### src/rtl/id_ex_if.sv
// ID/EX stage bundle: decoded ID-side instruction going in, registered EX-side
// copy, the load-use stall request and the stall counter coming out.
interface id_ex_if #(
    parameter int DATA_W = 32,
    parameter int REG_AW = 5,
    parameter int CNT_W  = 16
);
    // ID side (driven by decode / control unit)
    logic [13:0]       id_ctrl;
    logic              id_valid;
    logic [DATA_W-1:0] id_pc4;
    logic [DATA_W-1:0] id_rs_data;
    logic [DATA_W-1:0] id_rt_data;
    logic [DATA_W-1:0] id_imm;
    logic [REG_AW-1:0] id_rs;
    logic [REG_AW-1:0] id_rt;
    logic [REG_AW-1:0] id_rd;
    logic [5:0]        id_funct;
    logic              flush;

    // EX side (driven by the pipeline register)
    logic [13:0]       ex_ctrl;
    logic              ex_valid;
    logic [DATA_W-1:0] ex_pc4;
    logic [DATA_W-1:0] ex_rs_data;
    logic [DATA_W-1:0] ex_rt_data;
    logic [DATA_W-1:0] ex_imm;
    logic [REG_AW-1:0] ex_rs;
    logic [REG_AW-1:0] ex_rt;
    logic [REG_AW-1:0] ex_rd;
    logic [5:0]        ex_funct;
    logic              stall;
    logic [CNT_W-1:0]  stall_cnt;

    // Upstream view: decode drives ID fields and observes EX state and stall
    modport master (
        output id_ctrl, id_valid, id_pc4, id_rs_data, id_rt_data, id_imm,
               id_rs, id_rt, id_rd, id_funct, flush,
        input  ex_ctrl, ex_valid, ex_pc4, ex_rs_data, ex_rt_data, ex_imm,
               ex_rs, ex_rt, ex_rd, ex_funct, stall, stall_cnt
    );

    // Pipeline-register view
    modport slave (
        input  id_ctrl, id_valid, id_pc4, id_rs_data, id_rt_data, id_imm,
               id_rs, id_rt, id_rd, id_funct, flush,
        output ex_ctrl, ex_valid, ex_pc4, ex_rs_data, ex_rt_data, ex_imm,
               ex_rs, ex_rt, ex_rd, ex_funct, stall, stall_cnt
    );
endinterface

### src/rtl/id_ex_stage.sv
// ID/EX pipeline register with load-use hazard detection. A load in EX whose
// destination matches a source of the ID instruction stalls PC and IF/ID for
// one cycle and sends a bubble into EX; a flush also sends a bubble. Stall
// cycles are counted in a saturating counter.
module id_ex_stage #(
    parameter int DATA_W = 32,
    parameter int REG_AW = 5,
    parameter int CNT_W  = 16
) (
    input logic   clk,
    input logic   rst_n,
    id_ex_if.slave bus
);
    // Control word packing:
    // {RegDst,Jump[1:0],Branch[1:0],MemRead[1:0],MemtoReg,ALUOp[1:0],MemWrite[1:0],ALUSrc,RegWrite}
    localparam int MEMREAD_HI = 8;
    localparam int MEMREAD_LO = 7;

    localparam logic [CNT_W-1:0] CNT_MAX = '1;

    // Operand and index fields travel together and always load from ID.
    typedef struct packed {
        logic [DATA_W-1:0] pc4;
        logic [DATA_W-1:0] rs_data;
        logic [DATA_W-1:0] rt_data;
        logic [DATA_W-1:0] imm;
        logic [REG_AW-1:0] rs;
        logic [REG_AW-1:0] rt;
        logic [REG_AW-1:0] rd;
        logic [5:0]        funct;
    } payload_t;

    logic [13:0]      ex_ctrl_q,   ex_ctrl_d;
    logic             ex_valid_q,  ex_valid_d;
    payload_t         payload_q,   payload_d;
    logic [CNT_W-1:0] stall_cnt_q, stall_cnt_d;

    logic load_use;
    logic bubble;
    logic stall;

    // Hazard detection and next-state selection for the pipeline register.
    // The rt match is made even for I-types, whose rt is a destination; that
    // costs an occasional needless stall but never misses a real hazard.
    always_comb begin
        // NOTE: every signal gets a default before any branch so no path leaves it unassigned (no latch).
        load_use    = 1'b0;
        bubble      = 1'b0;
        stall       = 1'b0;
        ex_ctrl_d   = '0;
        ex_valid_d  = 1'b0;
        payload_d   = '0;
        stall_cnt_d = stall_cnt_q;

        load_use = ex_valid_q
                 & (ex_ctrl_q[MEMREAD_HI:MEMREAD_LO] != 2'b00)
                 & (payload_q.rt != '0)
                 & bus.id_valid
                 & ((payload_q.rt == bus.id_rs) | (payload_q.rt == bus.id_rt));

        // A flush kills the dependent instruction anyway, so no stall is needed.
        stall  = load_use & ~bus.flush;
        bubble = bus.flush | load_use;

        payload_d.pc4     = bus.id_pc4;
        payload_d.rs_data = bus.id_rs_data;
        payload_d.rt_data = bus.id_rt_data;
        payload_d.imm     = bus.id_imm;
        payload_d.rs      = bus.id_rs;
        payload_d.rt      = bus.id_rt;
        payload_d.rd      = bus.id_rd;
        payload_d.funct   = bus.id_funct;

        // An all-zero control word is a side-effect-free bubble.
        if (!bubble && bus.id_valid) begin
            ex_ctrl_d  = bus.id_ctrl;
            ex_valid_d = 1'b1;
        end

        if (stall && (stall_cnt_q != CNT_MAX)) begin
            stall_cnt_d = stall_cnt_q + 1'b1;
        end
    end

    // Pipeline register and stall counter; reset clears everything at once.
    always_ff @(posedge clk or negedge rst_n) begin
        if (!rst_n) begin
            ex_ctrl_q   <= '0;
            ex_valid_q  <= 1'b0;
            payload_q   <= '0;
            stall_cnt_q <= '0;
        end else begin
            // NOTE: non-blocking assignments so every register samples pre-edge values.
            ex_ctrl_q   <= ex_ctrl_d;
            ex_valid_q  <= ex_valid_d;
            payload_q   <= payload_d;
            stall_cnt_q <= stall_cnt_d;
        end
    end

    assign bus.ex_ctrl    = ex_ctrl_q;
    assign bus.ex_valid   = ex_valid_q;
    assign bus.ex_pc4     = payload_q.pc4;
    assign bus.ex_rs_data = payload_q.rs_data;
    assign bus.ex_rt_data = payload_q.rt_data;
    assign bus.ex_imm     = payload_q.imm;
    assign bus.ex_rs      = payload_q.rs;
    assign bus.ex_rt      = payload_q.rt;
    assign bus.ex_rd      = payload_q.rd;
    assign bus.ex_funct   = payload_q.funct;
    assign bus.stall      = stall;
    assign bus.stall_cnt  = stall_cnt_q;
endmodule
### src/flat_wrapper.sv
// flat-port wrapper written by rule: the top's interface ports become plain ports
module id_ex_stage_flat 
#(
    parameter int DATA_W = 32,
    parameter int REG_AW = 5,
    parameter int CNT_W  = 16
)
  (clk, rst_n, bus_id_ctrl, bus_id_valid, bus_id_pc4, bus_id_rs_data, bus_id_rt_data, bus_id_imm, bus_id_rs, bus_id_rt, bus_id_rd, bus_id_funct, bus_flush, bus_ex_ctrl, bus_ex_valid, bus_ex_pc4, bus_ex_rs_data, bus_ex_rt_data, bus_ex_imm, bus_ex_rs, bus_ex_rt, bus_ex_rd, bus_ex_funct, bus_stall, bus_stall_cnt);
  id_ex_if #(.DATA_W(DATA_W), .REG_AW(REG_AW), .CNT_W(CNT_W)) bus_i ();
  input logic clk;
  input logic rst_n;
  input wire logic [$bits(bus_i.id_ctrl)-1:0] bus_id_ctrl;
  input wire logic [$bits(bus_i.id_valid)-1:0] bus_id_valid;
  input wire logic [$bits(bus_i.id_pc4)-1:0] bus_id_pc4;
  input wire logic [$bits(bus_i.id_rs_data)-1:0] bus_id_rs_data;
  input wire logic [$bits(bus_i.id_rt_data)-1:0] bus_id_rt_data;
  input wire logic [$bits(bus_i.id_imm)-1:0] bus_id_imm;
  input wire logic [$bits(bus_i.id_rs)-1:0] bus_id_rs;
  input wire logic [$bits(bus_i.id_rt)-1:0] bus_id_rt;
  input wire logic [$bits(bus_i.id_rd)-1:0] bus_id_rd;
  input wire logic [$bits(bus_i.id_funct)-1:0] bus_id_funct;
  input wire logic [$bits(bus_i.flush)-1:0] bus_flush;
  output wire logic [$bits(bus_i.ex_ctrl)-1:0] bus_ex_ctrl;
  output wire logic [$bits(bus_i.ex_valid)-1:0] bus_ex_valid;
  output wire logic [$bits(bus_i.ex_pc4)-1:0] bus_ex_pc4;
  output wire logic [$bits(bus_i.ex_rs_data)-1:0] bus_ex_rs_data;
  output wire logic [$bits(bus_i.ex_rt_data)-1:0] bus_ex_rt_data;
  output wire logic [$bits(bus_i.ex_imm)-1:0] bus_ex_imm;
  output wire logic [$bits(bus_i.ex_rs)-1:0] bus_ex_rs;
  output wire logic [$bits(bus_i.ex_rt)-1:0] bus_ex_rt;
  output wire logic [$bits(bus_i.ex_rd)-1:0] bus_ex_rd;
  output wire logic [$bits(bus_i.ex_funct)-1:0] bus_ex_funct;
  output wire logic [$bits(bus_i.stall)-1:0] bus_stall;
  output wire logic [$bits(bus_i.stall_cnt)-1:0] bus_stall_cnt;
  assign bus_i.id_ctrl = bus_id_ctrl;
  assign bus_i.id_valid = bus_id_valid;
  assign bus_i.id_pc4 = bus_id_pc4;
  assign bus_i.id_rs_data = bus_id_rs_data;
  assign bus_i.id_rt_data = bus_id_rt_data;
  assign bus_i.id_imm = bus_id_imm;
  assign bus_i.id_rs = bus_id_rs;
  assign bus_i.id_rt = bus_id_rt;
  assign bus_i.id_rd = bus_id_rd;
  assign bus_i.id_funct = bus_id_funct;
  assign bus_i.flush = bus_flush;
  assign bus_ex_ctrl = bus_i.ex_ctrl;
  assign bus_ex_valid = bus_i.ex_valid;
  assign bus_ex_pc4 = bus_i.ex_pc4;
  assign bus_ex_rs_data = bus_i.ex_rs_data;
  assign bus_ex_rt_data = bus_i.ex_rt_data;
  assign bus_ex_imm = bus_i.ex_imm;
  assign bus_ex_rs = bus_i.ex_rs;
  assign bus_ex_rt = bus_i.ex_rt;
  assign bus_ex_rd = bus_i.ex_rd;
  assign bus_ex_funct = bus_i.ex_funct;
  assign bus_stall = bus_i.stall;
  assign bus_stall_cnt = bus_i.stall_cnt;
  id_ex_stage #(.DATA_W(DATA_W), .REG_AW(REG_AW), .CNT_W(CNT_W)) u_core (.clk(clk), .rst_n(rst_n), .bus(bus_i));
endmodule
### config.mk
export PLATFORM = sky130hd
export DESIGN_NAME = id_ex_stage_flat
export DESIGN_NICKNAME = d
export VERILOG_FILES = /design/src/rtl/id_ex_if.sv /design/src/rtl/id_ex_stage.sv /design/src/flat_wrapper.sv
export SDC_FILE = /design/constraint.sdc
export NUM_CORES = 1
export LEC_CHECK = 0
export ABC_AREA = 1
export BUFFER_PORTS_ARGS = -buffer_cell sky130_fd_sc_hd__buf_2
export CORE_UTILIZATION = 30
export CTS_CLUSTER_SIZE = 10
export DETAILED_ROUTE_END_ITERATION = 10
export PLACE_DENSITY = 0.57
export SYNTH_ARGS = -nofsm -noshare
export SYNTH_HDL_FRONTEND = slang
export SYNTH_SLANG_ARGS = --single-unit
### constraint.sdc
create_clock -name clk -period 2.39 [get_ports clk]
set_input_delay 0.717 -clock clk [delete_from_list [all_inputs] [get_ports clk]]
set_output_delay 0.717 -clock clk [all_outputs]
set_load 0.02 [all_outputs]
-- After elaboration in Yosys (flattened, before gate mapping)
Cells that the tools add are included.
- order comparisons: 0
- equality and inequality tests: 3
- divide/modulo/power cells: 0
- $mul: 0
- shifts and indexed selects: 0
- bitwise operators: 8
- $add $sub $neg: 1
- reduce and logical (&&, ||, !) cells: 5
- muxes and demuxes: 2
- operators by type and width (cell ; count):
    16-bit by 1-bit adder with 16-bit output, second input constant ; 1
    16-bit inequality test, second input constant ; 1
    14-bit 2-to-1 mux ; 1
    5-bit == test ; 2
    1-bit bitwise AND ; 5
    5-bit nonzero test ; 1
    1-bit logical AND ; 2
    1-bit bitwise OR ; 2
    2-bit nonzero test ; 1
    1-bit zero test ; 1
    1-bit 2-to-1 mux ; 1
    1-bit inverter ; 1
- register bits after elaboration: 180
- bits in writable memories: 0
- bits in latches: 0
- memories: 0
- logic and storage cells: 30
- bits in read-only memories: 0
- input bits: 167

-- Logic depth before layout (Yosys ltp)
Gate-level depths: netlist of the first run.
- depth after elaboration: 9
- mapped depth: 11
- mapped depth without buffers: 10

-- Least setup slack after synthesis of the first run
No wires, ideal clock.
- path type: input to output
- start: input port bus_id_rt[3]
- end: output port bus_stall
- slack: 0.305 ns
- arrival: 1.368 ns
- path buffers: 0
- stages on the path: 8
- path through: inv_1 -> nand2_1 -> nand2_1 -> nor2_1 -> nand3_1 -> nand2_2 -> nand3_2 -> inv_1
- longest elaborated chain between the ends: 4
- ends and longest elaborated chain (element ; RTL line ; source):
    from (decl) ; flat_wrapper.sv:19 ; input wire logic [$bits(bus_i.id_rt)-1:0] bus_id_rt;
    5-bit == test ; id_ex_stage.sv:59 ; & ((payload_q.rt == bus.id_rs) | (payload_q.rt == bus.id_rt));
    1-bit bitwise OR ; id_ex_stage.sv:59 ;
    1-bit bitwise AND ; id_ex_stage.sv:59 ;
    1-bit bitwise AND ; id_ex_stage.sv:62 ; stall = load_use & ~bus.flush;
    to (decl) ; flat_wrapper.sv:33 ; output wire logic [$bits(bus_i.stall)-1:0] bus_stall;
No other way between the ends.

-- Final worst setup path of the first run
- start: register u_core.payload_q, in the netlist u_core.bus.ex_rt[0]
- end: output port bus_stall
- longest elaborated chain between the ends: 5
- elaborated cells on any way between the ends: 8
- those cells by class: eq/ne: 2; bitwise: 5; reduce/logical: 1
- ends and longest elaborated chain (element ; RTL line ; source):
    from (decl) ; id_ex_stage.sv:35 ; payload_t payload_q, payload_d;
    from (signal assigned) ; id_ex_stage.sv:96 ; payload_q <= payload_d;
    5-bit nonzero test ; id_ex_stage.sv:57 ; & (payload_q.rt != '0)
    1-bit bitwise AND ; id_ex_stage.sv:57 ;
    1-bit bitwise AND ; id_ex_stage.sv:58 ; & bus.id_valid
    1-bit bitwise AND * ; id_ex_stage.sv:59 ;
    1-bit bitwise AND * ; id_ex_stage.sv:62 ;
Mark *: on every way between the ends. The rest lies on a longest branch, timed or not.

==> reports/metrics.yaml, run 1 <==
grt_use_total_pct: 17.5
dieArea_um2: 18700
hp-class: "input port to asynchronous set/reset pin"
drt_iter0_drc: 97
cp_top_family: "simple AND/OR/NAND/NOR gates"
slowest_stage: "dfrtp_2"
layout_common_cells: "buf_2 (345), dfrtp_1 (178), nand2_1 (85)"
firstDrtPassIters: 6
path_common_cell: "nor2_1"
setup_viol: 0
synth.distinct_cells: 19
post-route-min-period_ns: 2.26
dp_hpwl_mm: 12.8
placed_area_um2: 7510
fp.dieH_um: 137
rsz0062_at_grt: "yes"
cpPeakStageDelay_ns: 0.44
wirelength_mm: 16.0
io_buffers: 347
routed_via_density: 4.02
numCtsBuffers: 17
final_util_pct: 46.6
root_buffer: "clkbuf_16"
fillers: 1590
power.density_nw_per_um2: 812
cts-htree-levels: 4
ant_nets: 0
start_kind: "flip-flop"
path_cells: "nor2_2 -> nor2_1 -> nor2_1 -> nand3_1 -> nand2_2 -> nand3_2 -> inv_2 -> buf_6"
num_vias: 3999
place.gp.congestion: 0.827
drive_above_1_share_pct: 52.4
num_rows: 48
fmax_mhz: 442
initial_utilization_pct: 31.1
multi_input_area_um2: 754
post_synth.cell_area_avg_um2: 14.2
required_ns: 1.67
power_leakage_nw: 4.47
grt.overflow.total: 0
cp_max_fo: 6
period_share_pct: 94.7
antenna_found_initial: 6
clk_pin_slew_ns: 0.07
synthCells: 382
die_x_um: 137
yosysSeqAreaShare_pct: 82.9
critPathBufInv: 2
worst_slew_pin_slew_ns: 0.393
drc: 0
drv_cap: 0
arrival_ns: 1.55
yosys_warnings: 0
worstSetupEndpointType: "primary output"
regToRegSetupSlack_ns: 0.50
cts-hold-fix-buffers: 0
cts_tree: "done"
final_cell_area_um2: 8150
hold_viol: 0
p_total_mw: 6.62
wl_per_cell_um: 16.1
ys_ff_latch: 180
crit_type: "flip-flop to primary output"
slew_headroom_pct: 73.8
clock_latency_ns: 0.42
first_global_vias: 3945
clock_sinks: 180
clock-skew-final_ns: 0.00667
seq_area_um2: 4510
status: "completed"
ir_worst_vdd_v: 0.000510
cts.path.max_buffers: 2
drv_slew: 0
ios: 348
syn_nets: 550
grt_max_degree: 52
area_growth_pct: 50.1
final_nets: 924
layout_commonest_cell: "buf_2"
mappedNetlistArea_um2: 5430
grt_pass1_wl_mm: 23.1
coreArea_um2: 17500
==> through the flow <==
step | setup TNS (ns) | cells | setup WS [ns] | hold slack (ns)
after global routing | -0.0151 | 995 | -0.0151 | 0.197
after CTS | 0 | 992 | 0.0353 | 0.190
final | 0 | 996 | 0.128 | 0.192
after floorplan | 0 | 382 | 0.305 | 0.421
after detailed placement | 0 | 959 | 0.0610 | 0.544
after global placement | 0 | 959 | 0.0719 | 0.548
==> per-layer routing <==
metal / global-route usage, % / vias to the layer above / share of wire, % / wire length [µm]
met4: 5.12 / 8 / 1.4 / 220
li1: - / 1907 / - / -
met1: 19.7 / 1849 / 38 / 6080
met2: 29.0 / 211 / 49 / 7910
met3: 8.59 / 24 / 11 / 1750
met5: 0 / - / 0.32 / 51
==> cell usage after synthesis <==
master | n | area share [%]
inv_1 | 37 | 2.6
nand3_2 | 2 | 0.37
buf_4 | 1 | 0.14
nand2_1 | 85 | 5.9
xor2_1 | 5 | 0.81
nor2_1 | 33 | 2.3
nor3_1 | 4 | 0.37
nand4_1 | 5 | 0.58
nor2_2 | 1 | 0.12
xnor2_1 | 10 | 1.6
o21a_1 | 1 | 0.14
ha_1 | 1 | 0.23
dfrtp_1 | 180 | 83
nand3_1 | 10 | 0.92
nand4_2 | 1 | 0.23
nor2_4 | 1 | 0.21
nand2_2 | 1 | 0.12
buf_6 | 2 | 0.41
inv_2 | 2 | 0.14
==> path summary, 6_finish.rpt <==
| check | depth (start not counted) | startpoint | end |
|---|---|---|---|
| setup / recovery | 8 | u_core.bus.ex_rt[0] | bus_stall |
| hold / removal | 1 | rst_n | u_core.bus.ex_imm[0] |
| setup reg to reg | 8 | u_core.bus.stall_cnt[0] | u_core.bus.stall_cnt[11] |
| hold reg to reg | 2 | u_core.bus.stall_cnt[15] | u_core.bus.stall_cnt[15] |
| max in group asynchronous | 2 | rst_n | u_core.bus.ex_rt_data[24] |
| min in group clk | 1 | bus_id_pc4[23] | u_core.bus.ex_pc4[23] |
==> report_power, final <==
| group | total, mW | switching, mW | internal (mW) |
|---|---|---|---|
| combinational | 0.604 | 0.385 | 0.219 |
| sequential | 3.22 | 0.0414 | 3.18 |
| clock | 2.79 | 1.27 | 1.52 |
==> logic make-up (layout without fill, tap and decap cells) <==
logic type | Yosys count | count (layout) | share of synthesized area [%]
compound gates | 1 | 1 | 0.138
other cells | 0 | 2 | 0
buf+inv | 42 | 429 | 3.25
flops | 180 | 180 | 82.9
fa+ha+maj | 1 | 1 | 0.230
xor+xnor | 15 | 15 | 2.42
simple gates | 143 | 143 | 11.1
==> registers in the layout, indices dropped and copies added, names as in the netlist <==
| register | count |
|---|---|
| u_core.bus.stall_cnt | 16 |
| u_core.bus.ex_rd | 5 |
| u_core.bus.ex_rs_data | 32 |
| u_core.bus.ex_funct | 6 |
| u_core.bus.ex_rt_data | 32 |
| u_core.bus.ex_ctrl | 14 |
| u_core.bus.ex_pc4 | 32 |
| u_core.bus.ex_imm | 32 |
| u_core.bus.ex_rs | 5 |
| u_core.bus.ex_rt | 5 |
| u_core.bus.ex_valid | 1 |
==> cell type report <==
class	count	share of cell area (%)
inverter	39	1.80
clock inverter	14	2.00
antenna	2	0.0614
tap	225	3.45
timing repair buffer	358	22.8
sequential	180	55.3
multi-input combinational	160	9.25
clock buffer	18	5.39
==> timing repair <==
| item | CTS | global route |
|---|---|---|
| setup endpoints to repair | 1 | 1 |
| pin swaps | 1 | 10 |
| setup buffers | 1 | 2 |
| gates resized for setup | 1 | 6 |
Note: power is estimated with default switching activity, not from simulation.
==> run 2: changes to the inputs <==
- PLACE_DENSITY: 0.57 -> 0.64
==> run 2 against run 1 <==
Compared with the run above:
- final area shrank 0.54%
- first-iteration DRC count is 4.1% higher
- non-clock buffer count down 5
- combinational power shrank 2%
- sequential power hardly changed
- fmax fell by 1.1%
- clock-buffer cell count is 1 higher
- global-route usage fell by 1.6 points
- sequential share of layout area rose by 0.31 points
- wire length decreased by 7.9%
- register-to-register slack about the same
- cell count fell by 0.40%
- critical endpoint unchanged
- largest power group unchanged
- highest routed layer unchanged
==> reports/metrics.yaml, run 2 (synthesis gave the netlist of run 1 again) <==
fmax_mhz: 437
post_cts_buffers: 0
grt_max_degree: 71
num_vias: 3981
drv_cap: 0
start_kind: "flip-flop"
setup_ws_ns: 0.103
numCtsBuffers: 17
wl_met2_mm: 7.37
num_rows: 48
routed_via_density: 4.01
cts-htree-levels: 4
dp_hpwl_mm: 11.5
drive_above_1_share_pct: 52.0
antenna_found_initial: 5
area_growth_pct: 49.3
grt.overflow.total: 0
period_share_pct: 95.7
wl_met3_mm: 1.44
cts-hold-fix-buffers: 0
fillers: 1619
post-route-min-period_ns: 2.29
fp.dieH_um: 137
grt_pass1_wl_mm: 21.5
firstDrtPassIters: 4
clock-skew-final_ns: 0.00988
coreArea_um2: 17500
met1_length_mm: 5.68
cts.path.max_buffers: 2
place.gp.congestion: 0.833
clock_sinks: 180
power.density_nw_per_um2: 811
place_ws_ns: 0.0776
status: "completed"
slew_headroom_pct: 71.4
ios: 348
hp-class: "input port to asynchronous set/reset pin"
worst_slew_pin_slew_ns: 0.428
layout_commonest_cell: "buf_2"
grt_use_total_pct: 15.8
die_x_um: 137
ant_nets: 0
rsz0062_at_grt: "yes"
clk_pin_slew_ns: 0.07
dieArea_um2: 18700
worstSetupEndpointType: "primary output"
initial_utilization_pct: 31.1
arrival_ns: 1.57
r2r_cells: 7
drv_slew: 0
clock_latency_ns: 0.42
drc: 0
cts_tree: "done"
setup_viol: 0
fin_hold_ws_ns: 0.159
first_global_vias: 4002
cp_max_fo: 6
required_ns: 1.67
io_buffers: 347
tns_ns: 0
ir_worst_vdd_v: 0.000443
root_buffer: "clkbuf_16"
drt_iter0_drc: 101
top_layer: "met5"
wirelength_mm: 14.8
power_leakage_nw: 4.44
final_nets: 919
layout_common_cells: "buf_2 (345), dfrtp_1 (177), nand2_1 (85)"
wl_per_cell_um: 14.9
crit_type: "flip-flop to primary output"
hold_viol: 0
## run 2: changes by cell type in the layout (fill, tap and decap cells not counted)
cell        change
clkinv_4        +2
inv_8           -2
dfrtp_1         -1
clkinv_8        +1
dfrtp_2         +1
clkbuf_1        +2
diode_2         +1
clkinvlp_4      -2
buf_4           -5
clkbuf_8        -1
## run 2: path summary, 6_finish.rpt
| kind | from | to | slack (ns) |
|---|---|---|---|
| setup reg to reg | u_core.bus.stall_cnt[0] | u_core.bus.stall_cnt[14] | 0.51 |
| hold / removal | rst_n | u_core.bus.ex_rs_data[14] | 0.16 |
| min in group clk | bus_id_imm[13] | u_core.bus.ex_imm[13] | 0.40 |
| setup / recovery | u_core.bus.ex_rt[0] | bus_stall | 0.10 |
| max in group asynchronous | rst_n | u_core.bus.ex_imm[15] | 1.55 |
| hold reg to reg | u_core.bus.stall_cnt[15] | u_core.bus.stall_cnt[15] | 0.55 |
## run 2: cell type report
type | count | area (µm²) | share of cell area (%)
Clock inverter | 13 | 159 | 1.96
Timing Repair Buffer | 353 | 1820 | 22.4
Multi-Input combinational cell | 160 | 754 | 9.30
Clock buffer | 19 | 433 | 5.34
Antenna cell | 3 | 7.51 | 0.0926
Inverter | 39 | 146 | 1.81
Tap cell | 225 | 282 | 3.47
Sequential cell | 180 | 4510 | 55.6
## run 2: where the power goes
group | leakage, nW | internal [mW] | total, mW | switching [mW]
Combinational | 2.00 | 0.217 | 0.593 | 0.377
Clock | 0.289 | 1.49 | 2.76 | 1.27
Sequential | 2.16 | 3.18 | 3.22 | 0.0412
Total | 4.44 | 4.89 | 6.58 | 1.69
## run 2: worst max-delay path, cell delays in order (launching register included)
cell and delay (ns):
dfrtp_2 0.45, nor2_1 0.10, nor2_1 0.05, nor2_1 0.11, nand3_1 0.09, nand2_2 0.08, nand3_2 0.08, inv_2 0.08
buf_6 0.11
## run 2: routing by layer
| layer | vias up | global-route usage [%] |
|---|---|---|
| met3 | 24 | 6.19 |
| met1 | 1848 | 17.9 |
| met4 | 4 | 6.11 |
| met5 | - | 0 |
| met2 | 204 | 26.9 |
| li1 | 1901 | - |
## run 2: repair_timing
item	in CTS	in global routing
setup endpoints to repair	1	1
pin swaps	0	2
resized for setup	3	5
## run 2: stage by stage
step	cell area (µm²)	instances	total power, mW	util [%]
floorplan	5430	382	3.51	-
global placement	7500	957	3.88	42.9
detailed placement	7500	957	3.89	42.9
CTS	8090	989	6.69	46.3
global route	8110	991	6.87	46.4
finish	8110	992	6.58	46.4
